**src/rtl/pll_reset_seq_pkg.sv**
```systemverilog
// Shared types and sizing helpers for the video PLL reset/lock sequencer.
package pll_reset_pkg;

  typedef enum logic [2:0] {
    RESET_PLL,
    WAIT_LOCK,
    STABLE,
    REL_DRAW,
    RUN,
    LOSS,
    FAULT
  } state_e;

  localparam int ATTEMPT_W = 4;

  // One timer serves every state, so it must hold the longest interval plus headroom.
  function automatic int timer_width(input int rst_pulse, input int lock_timeout,
                                     input int stable_cycles, input int release_gap);
    int m;
    m = rst_pulse;
    if (lock_timeout > m) m = lock_timeout;
    if (stable_cycles > m) m = stable_cycles;
    if (release_gap > m) m = release_gap;
    return $clog2(m) + 1;
  endfunction

endpackage

```
**src/rtl/pll_reset_seq_if.sv**
```systemverilog
// Lock input, retry request and reset/status outputs of the PLL sequencer.
interface pll_reset_seq_if;
  import pll_reset_pkg::*;

  logic                 locked;
  logic                 retry;
  logic                 pll_rst;
  logic                 rst_draw_n;
  logic                 rst_pix_n;
  logic                 ready;
  logic                 fault;
  logic [ATTEMPT_W-1:0] attempts;

  modport master (
    input  locked, retry,
    output pll_rst, rst_draw_n, rst_pix_n, ready, fault, attempts
  );

  modport slave (
    output locked, retry,
    input  pll_rst, rst_draw_n, rst_pix_n, ready, fault, attempts
  );
endinterface

```
**src/rtl/pll_reset_seq_sync2.sv**
```systemverilog
// Two-flop synchroniser with synchronous active-low clear to 0.
module sync2 (
  input  logic clk,
  input  logic resetn,
  input  logic d,
  output logic q
);
  logic sync_p0;
  logic sync_p1;

  always_ff @(posedge clk) begin
    if (!resetn) begin
      sync_p0 <= 1'b0;
      sync_p1 <= 1'b0;
    end else begin
      sync_p0 <= d;
      sync_p1 <= sync_p0;
    end
  end

  assign q = sync_p1;
endmodule

```
**src/rtl/pll_reset_seq.sv**
```systemverilog
// PLL reset/lock sequencer: pulses PLL reset, qualifies lock, then releases
// the draw domain before the pixel domain; re-arms on lock loss or timeout.
module pll_reset_seq
  import pll_reset_pkg::*;
#(
  parameter int RST_PULSE     = 16,
  parameter int LOCK_TIMEOUT  = 25000,
  parameter int STABLE_CYCLES = 250,
  parameter int RELEASE_GAP   = 8,
  parameter int MAX_RETRIES   = 7
) (
  input  logic           clkin,
  input  logic           resetn,
  pll_reset_seq_if.master bus
);
  localparam int TIMER_W = timer_width(RST_PULSE, LOCK_TIMEOUT, STABLE_CYCLES, RELEASE_GAP);

  localparam logic [TIMER_W-1:0] PULSE_LAST   = TIMER_W'(RST_PULSE - 1);
  localparam logic [TIMER_W-1:0] TIMEOUT_LAST = TIMER_W'(LOCK_TIMEOUT - 1);
  // The WAIT_LOCK cycle that first sees lk already counts as one stable cycle.
  localparam logic [TIMER_W-1:0] STABLE_LAST  = TIMER_W'((STABLE_CYCLES > 1) ? STABLE_CYCLES - 2 : 0);
  localparam logic [TIMER_W-1:0] GAP_LAST     = TIMER_W'((RELEASE_GAP > 0) ? RELEASE_GAP - 1 : 0);
  localparam logic [ATTEMPT_W-1:0] RETRY_LIMIT = ATTEMPT_W'(MAX_RETRIES);

  state_e               state;
  logic [TIMER_W-1:0]   timer;
  logic                 lk;
  logic                 pll_rst;
  logic                 rst_draw_n;
  logic                 rst_pix_n;
  logic                 ready;
  logic                 fault;
  logic [ATTEMPT_W-1:0] attempts;
  logic [ATTEMPT_W-1:0] att_next;

  sync2 u_lock_sync (
    .clk    (clkin),
    .resetn (resetn),
    .d      (bus.locked),
    .q      (lk)
  );

  assign att_next = (attempts == '1) ? attempts : attempts + 1'b1;

  always_ff @(posedge clkin) begin
    if (!resetn) begin
      state      <= RESET_PLL;
      timer      <= '0;
      pll_rst    <= 1'b1;
      rst_draw_n <= 1'b0;
      rst_pix_n  <= 1'b0;
      ready      <= 1'b0;
      fault      <= 1'b0;
      attempts   <= '0;
    end else begin
      timer <= timer + 1'b1;
      unique case (state)
        RESET_PLL: begin
          if (timer == PULSE_LAST) begin
            state   <= WAIT_LOCK;
            timer   <= '0;
            pll_rst <= 1'b0;
          end
        end
        WAIT_LOCK: begin
          if (lk) begin
            state <= STABLE;
            timer <= '0;
          end else if (timer == TIMEOUT_LAST) begin
            attempts <= att_next;
            timer    <= '0;
            if (MAX_RETRIES != 0 && att_next >= RETRY_LIMIT) begin
              state <= FAULT;
              fault <= 1'b1;
            end else begin
              state   <= RESET_PLL;
              pll_rst <= 1'b1;
            end
          end
        end
        STABLE: begin
          // A dropout here is a glitch, not a failed attempt.
          if (!lk) begin
            state <= WAIT_LOCK;
            timer <= '0;
          end else if (timer == STABLE_LAST) begin
            state      <= REL_DRAW;
            timer      <= '0;
            rst_draw_n <= 1'b1;
          end
        end
        REL_DRAW: begin
          if (!lk) begin
            state      <= LOSS;
            timer      <= '0;
            rst_draw_n <= 1'b0;
          end else if (timer == GAP_LAST) begin
            state     <= RUN;
            timer     <= '0;
            rst_pix_n <= 1'b1;
            ready     <= 1'b1;
          end
        end
        RUN: begin
          if (!lk) begin
            state      <= LOSS;
            timer      <= '0;
            rst_draw_n <= 1'b0;
            rst_pix_n  <= 1'b0;
            ready      <= 1'b0;
          end else if (bus.retry) begin
            state      <= RESET_PLL;
            timer      <= '0;
            pll_rst    <= 1'b1;
            rst_draw_n <= 1'b0;
            rst_pix_n  <= 1'b0;
            ready      <= 1'b0;
          end
        end
        LOSS: begin
          state   <= RESET_PLL;
          timer   <= '0;
          pll_rst <= 1'b1;
        end
        FAULT: begin
          if (bus.retry) begin
            state    <= RESET_PLL;
            timer    <= '0;
            pll_rst  <= 1'b1;
            fault    <= 1'b0;
            attempts <= '0;
          end
        end
        default: begin
          state      <= RESET_PLL;
          timer      <= '0;
          pll_rst    <= 1'b1;
          rst_draw_n <= 1'b0;
          rst_pix_n  <= 1'b0;
          ready      <= 1'b0;
          fault      <= 1'b0;
        end
      endcase
    end
  end

  assign bus.pll_rst    = pll_rst;
  assign bus.rst_draw_n = rst_draw_n;
  assign bus.rst_pix_n  = rst_pix_n;
  assign bus.ready      = ready;
  assign bus.fault      = fault;
  assign bus.attempts   = attempts;
endmodule
```
**src/flat_wrapper.sv**
```systemverilog
// flat-port wrapper written by rule: the top's interface ports become plain ports
module pll_reset_seq_flat import pll_reset_pkg::*;
#(
  parameter int RST_PULSE     = 16,
  parameter int LOCK_TIMEOUT  = 25000,
  parameter int STABLE_CYCLES = 250,
  parameter int RELEASE_GAP   = 8,
  parameter int MAX_RETRIES   = 7
)
  (clkin, resetn, bus_locked, bus_retry, bus_pll_rst, bus_rst_draw_n, bus_rst_pix_n, bus_ready, bus_fault, bus_attempts);
  pll_reset_seq_if bus_i ();
  input  logic clkin;
  input  logic resetn;
  input wire logic [$bits(bus_i.locked)-1:0] bus_locked;
  input wire logic [$bits(bus_i.retry)-1:0] bus_retry;
  output wire logic [$bits(bus_i.pll_rst)-1:0] bus_pll_rst;
  output wire logic [$bits(bus_i.rst_draw_n)-1:0] bus_rst_draw_n;
  output wire logic [$bits(bus_i.rst_pix_n)-1:0] bus_rst_pix_n;
  output wire logic [$bits(bus_i.ready)-1:0] bus_ready;
  output wire logic [$bits(bus_i.fault)-1:0] bus_fault;
  output wire logic [$bits(bus_i.attempts)-1:0] bus_attempts;
  assign bus_i.locked = bus_locked;
  assign bus_i.retry = bus_retry;
  assign bus_pll_rst = bus_i.pll_rst;
  assign bus_rst_draw_n = bus_i.rst_draw_n;
  assign bus_rst_pix_n = bus_i.rst_pix_n;
  assign bus_ready = bus_i.ready;
  assign bus_fault = bus_i.fault;
  assign bus_attempts = bus_i.attempts;
  pll_reset_seq #(.RST_PULSE(RST_PULSE), .LOCK_TIMEOUT(LOCK_TIMEOUT), .STABLE_CYCLES(STABLE_CYCLES), .RELEASE_GAP(RELEASE_GAP), .MAX_RETRIES(MAX_RETRIES)) u_core (.clkin(clkin), .resetn(resetn), .bus(bus_i));
endmodule
```
**config.mk**
```make
export PLATFORM = sky130hd
export DESIGN_NAME = pll_reset_seq_flat
export DESIGN_NICKNAME = d
export VERILOG_FILES = /design/src/rtl/pll_reset_seq_pkg.sv /design/src/rtl/pll_reset_seq_if.sv /design/src/rtl/pll_reset_seq_sync2.sv /design/src/rtl/pll_reset_seq.sv /design/src/flat_wrapper.sv
export SDC_FILE = /design/constraint.sdc
export NUM_CORES = 1
export LEC_CHECK = 0
export ABC_AREA = 1
export CORE_UTILIZATION = 30
export CTS_BUF_LIST = sky130_fd_sc_hd__clkbuf_2
export CTS_CLUSTER_SIZE = 40
export DETAILED_ROUTE_END_ITERATION = 8
export GPL_ROUTABILITY_DRIVEN = 0
export PLACE_DENSITY_LB_ADDON = 0.3
export SYNTH_ARGS = -nofsm -noshare
export SYNTH_HDL_FRONTEND = slang
export SYNTH_SLANG_ARGS = --single-unit
```
**constraint.sdc**
```tcl
create_clock -name clkin -period 1.7 [get_ports clkin]
set_input_delay 0.255 -clock clkin [delete_from_list [all_inputs] [get_ports clkin]]
set_output_delay 0.255 -clock clkin [all_outputs]
set_load 0.01 [all_outputs]
```
==> results.ini <==
[setup_path]
path_class = reg -> out
critPathArrivalTime_ns = 1.37
path_max_fanout = 5
end_kind = output pin
cp.required_ns = 1.44
crit_path_start_kind = flop

[finish]
syn2layout_area_growth_pct = 28.1
fin_area_um2 = 2300
drive_above_1_share = 0.249
post-route-util = 0.407
final_nets = 323
diodes = 0

[pwr]
p_switching_uw = 345
p_int_uw = 833
ir_drop_uv = 211
p_leak_uw = 0.000956
clock_power_share = 0.301
p_comb_frac = 0.095
switching_share = 0.293
pwr-share-seq = 0.604
power_density_nw_per_um2 = 513

[synthesis]
yosys-top-cells-count = nand2_1, nor2_1, inv_1
synth_top_cell_area_share = 0.324
yosysWarningCount = 0
synth_area_leader_cell = dfxtp_1
yosys.cell_count.top_type = nand2_1
async_reset_ff_frac = 0
yosysUniqueCellTypes = 27
synth_area_um2 = 1790
syn_nets = 284
synth-seq-cells = 29
synthTopCellsByArea = dfxtp_1, nand2_1, nor2_1, nand3_1, inv_1
avgSynthCellArea_um2 = 6.47
ys.flop_type = dfxtp_1
synthCells = 277
yosysSeqAreaShare = 0.324
synth_edf_count = 0

[floorplanning]
die_h_um = 79.3
core_area_um2 = 5640
die_x_um = 79.3
placementRows = 27
die_area_um2 = 6290
ioPinCount = 13
initial_core_util = 0.318

[clock_tree]
numClockSinks = 29
clk_latency_ns = 0.37
clkSlewWorstSetupHoldPaths_ns = 0.15
cts_buffer_depth = 2
cts_made_buffers = 5
cts_tree = built
ctsHoldBuffers = 0
cts-root-buf = clkbuf_2
h-tree-depth = 2

[sta]
skew_ns = 0.0200
slew_viol_final = 0
fmax_mhz = 616
period_share = 0.954
setup_viol = 0
maxSlewHeadroom = 0.765
worst_pin_slew_ns = 0.352
period_needed_ns = 1.62
hold_violations = 0

[placement]
port_buffers = 12
hpwl_mm = 3.17
dpl-instance-area_um2 = 2130

[detailed_routing]
ant_nets = 0
wl_per_cell_um = 11.1
drt-pass1-iter-count = 4
drt-initial-drc-count = 89
drc_errors = 0
dr_total_vias = 1853
avgViaCountPerCell = 4.76
totalWireLength_mm = 4.30

[job]
maxCapViolCount = 0

[grt]
grt_use_total = 0.149
antenna_found_initial = 0
grt-ovfl-total = 0
grt_pass1_vias = 1666
grt_max_degree = 10
grt_pass1_wl_mm = 7.29

[run_status]
outcome = finished clean

[worst_hold_path]
worstHoldPathType = in -> reg

area by class of cell:
class                           count  area [µm²]
Fill cell                         601        3350
Timing Repair Buffer               35         297
Sequential cell                    29         594
Tap cell                           72        90.1
Clock inverter                      3        12.5
Clock buffer                        5        25.0
Multi-Input combinational cell    210        1150
Inverter                           35         131
registers in the layout, indices dropped and copies added (netlist names):
name and count:
u_core.bus.attempts 4, u_core.bus.rst_draw_n 1, u_core.bus.pll_rst 1, u_core.timer 16, u_core.bus.rst_pix_n 1, u_core.bus.fault 1, u_core.u_lock_sync.sync_p0 1, u_core.u_lock_sync.q 1
u_core.state 3
routing by layer:
layer / up-vias / GRT usage / part of all wire
met2: 42 / 0.222 / 0.43
met5: - / 0 / 0
met4: 0 / 0.0691 / 0.029
met3: 12 / 0.0345 / 0.038
met1: 843 / 0.202 / 0.50
li1: 956 / - / -
power groups by stage:
stage / logic, µW / registers (µW) / clock network, µW
finish: 112 / 711 / 355
global route: 128 / 714 / 390
CTS: 100 / 708 / 371
detailed placement: 93.2 / 720 / 0
global placement: 91.4 / 719 / 0
floorplan: 65.0 / 721 / 0
stage by stage:
stage	power [µW]	instances	TNS (ns)	hold slack, ns	worst slack [ns]
final	1180	389	0	0.404	0.0777
after global routing	1230	389	-0.00515	0.441	-0.00515
after CTS	1180	388	-0.000766	0.392	-0.000473
after detailed placement	814	379	-1.20	0.403	-0.0992
after global placement	811	379	-0.876	0.401	-0.0750
after floorplan	786	277	0	0.353	0.0259
timing repair:
item	CTS	global route
gates cloned	1	0
pin swaps	2	8
endpoints found under the setup margin	15	28
setup buffers	0	1
gates resized for setup	5	31
layout by cell type, fill, tap and decap left out, types with 2 or more instances in the layout:
master           Yosys  routed
clkbuf_2             0       5
dfxtp_2              0       8
inv_2                3       4
nand2_4              1       2
buf_4                1      22
o21ai_0              8       7
xor2_1              11      11
nor3_1               4       4
nand3_1             26      26
nand2_2              3       8
nand4_1              5       5
nor2_4               2       5
nand2_1             71      64
nand2_8              0       2
xnor2_1              2       2
nor2_1              43      37
o21ai_1              1       2
a21oi_1             11      11
dfxtp_1             29      20
inv_1               32      31
nor2_2              13      16
clkdlybuf4s50_1      0      12
clkinv_1             0       2
logic make-up after synthesis:
kind of cell             Yosys count  share of synthesized area
AO/OA/AOI/OAI                     23                     0.0691
XOR/XNOR                          13                     0.0635
adder cells (fa/ha/maj)            3                     0.0209
buffers and inverters             39                     0.0935
flip-flops                        29                      0.324
AND/OR/NAND/NOR                  170                      0.429
worst max-delay path, stage by stage (launching register included):
cell and delay, ns:
dfxtp_2 0.36, buf_4 0.13, clkdlybuf4s50_1 0.53
final timing paths:
path,startpoint,end,slack (ns),cells past startpoint
worst max-delay path,u_core.bus.attempts[0],bus_attempts[0],0.08,2
worst max register to register,u_core.state[2],u_core.timer[1],0.13,10
worst min register to register,u_core.u_lock_sync.sync_p0,u_core.u_lock_sync.q,0.43,2
worst min-delay path,bus_locked,u_core.u_lock_sync.sync_p0,0.40,3
Note: power is estimated with default switching activity, not from simulation.
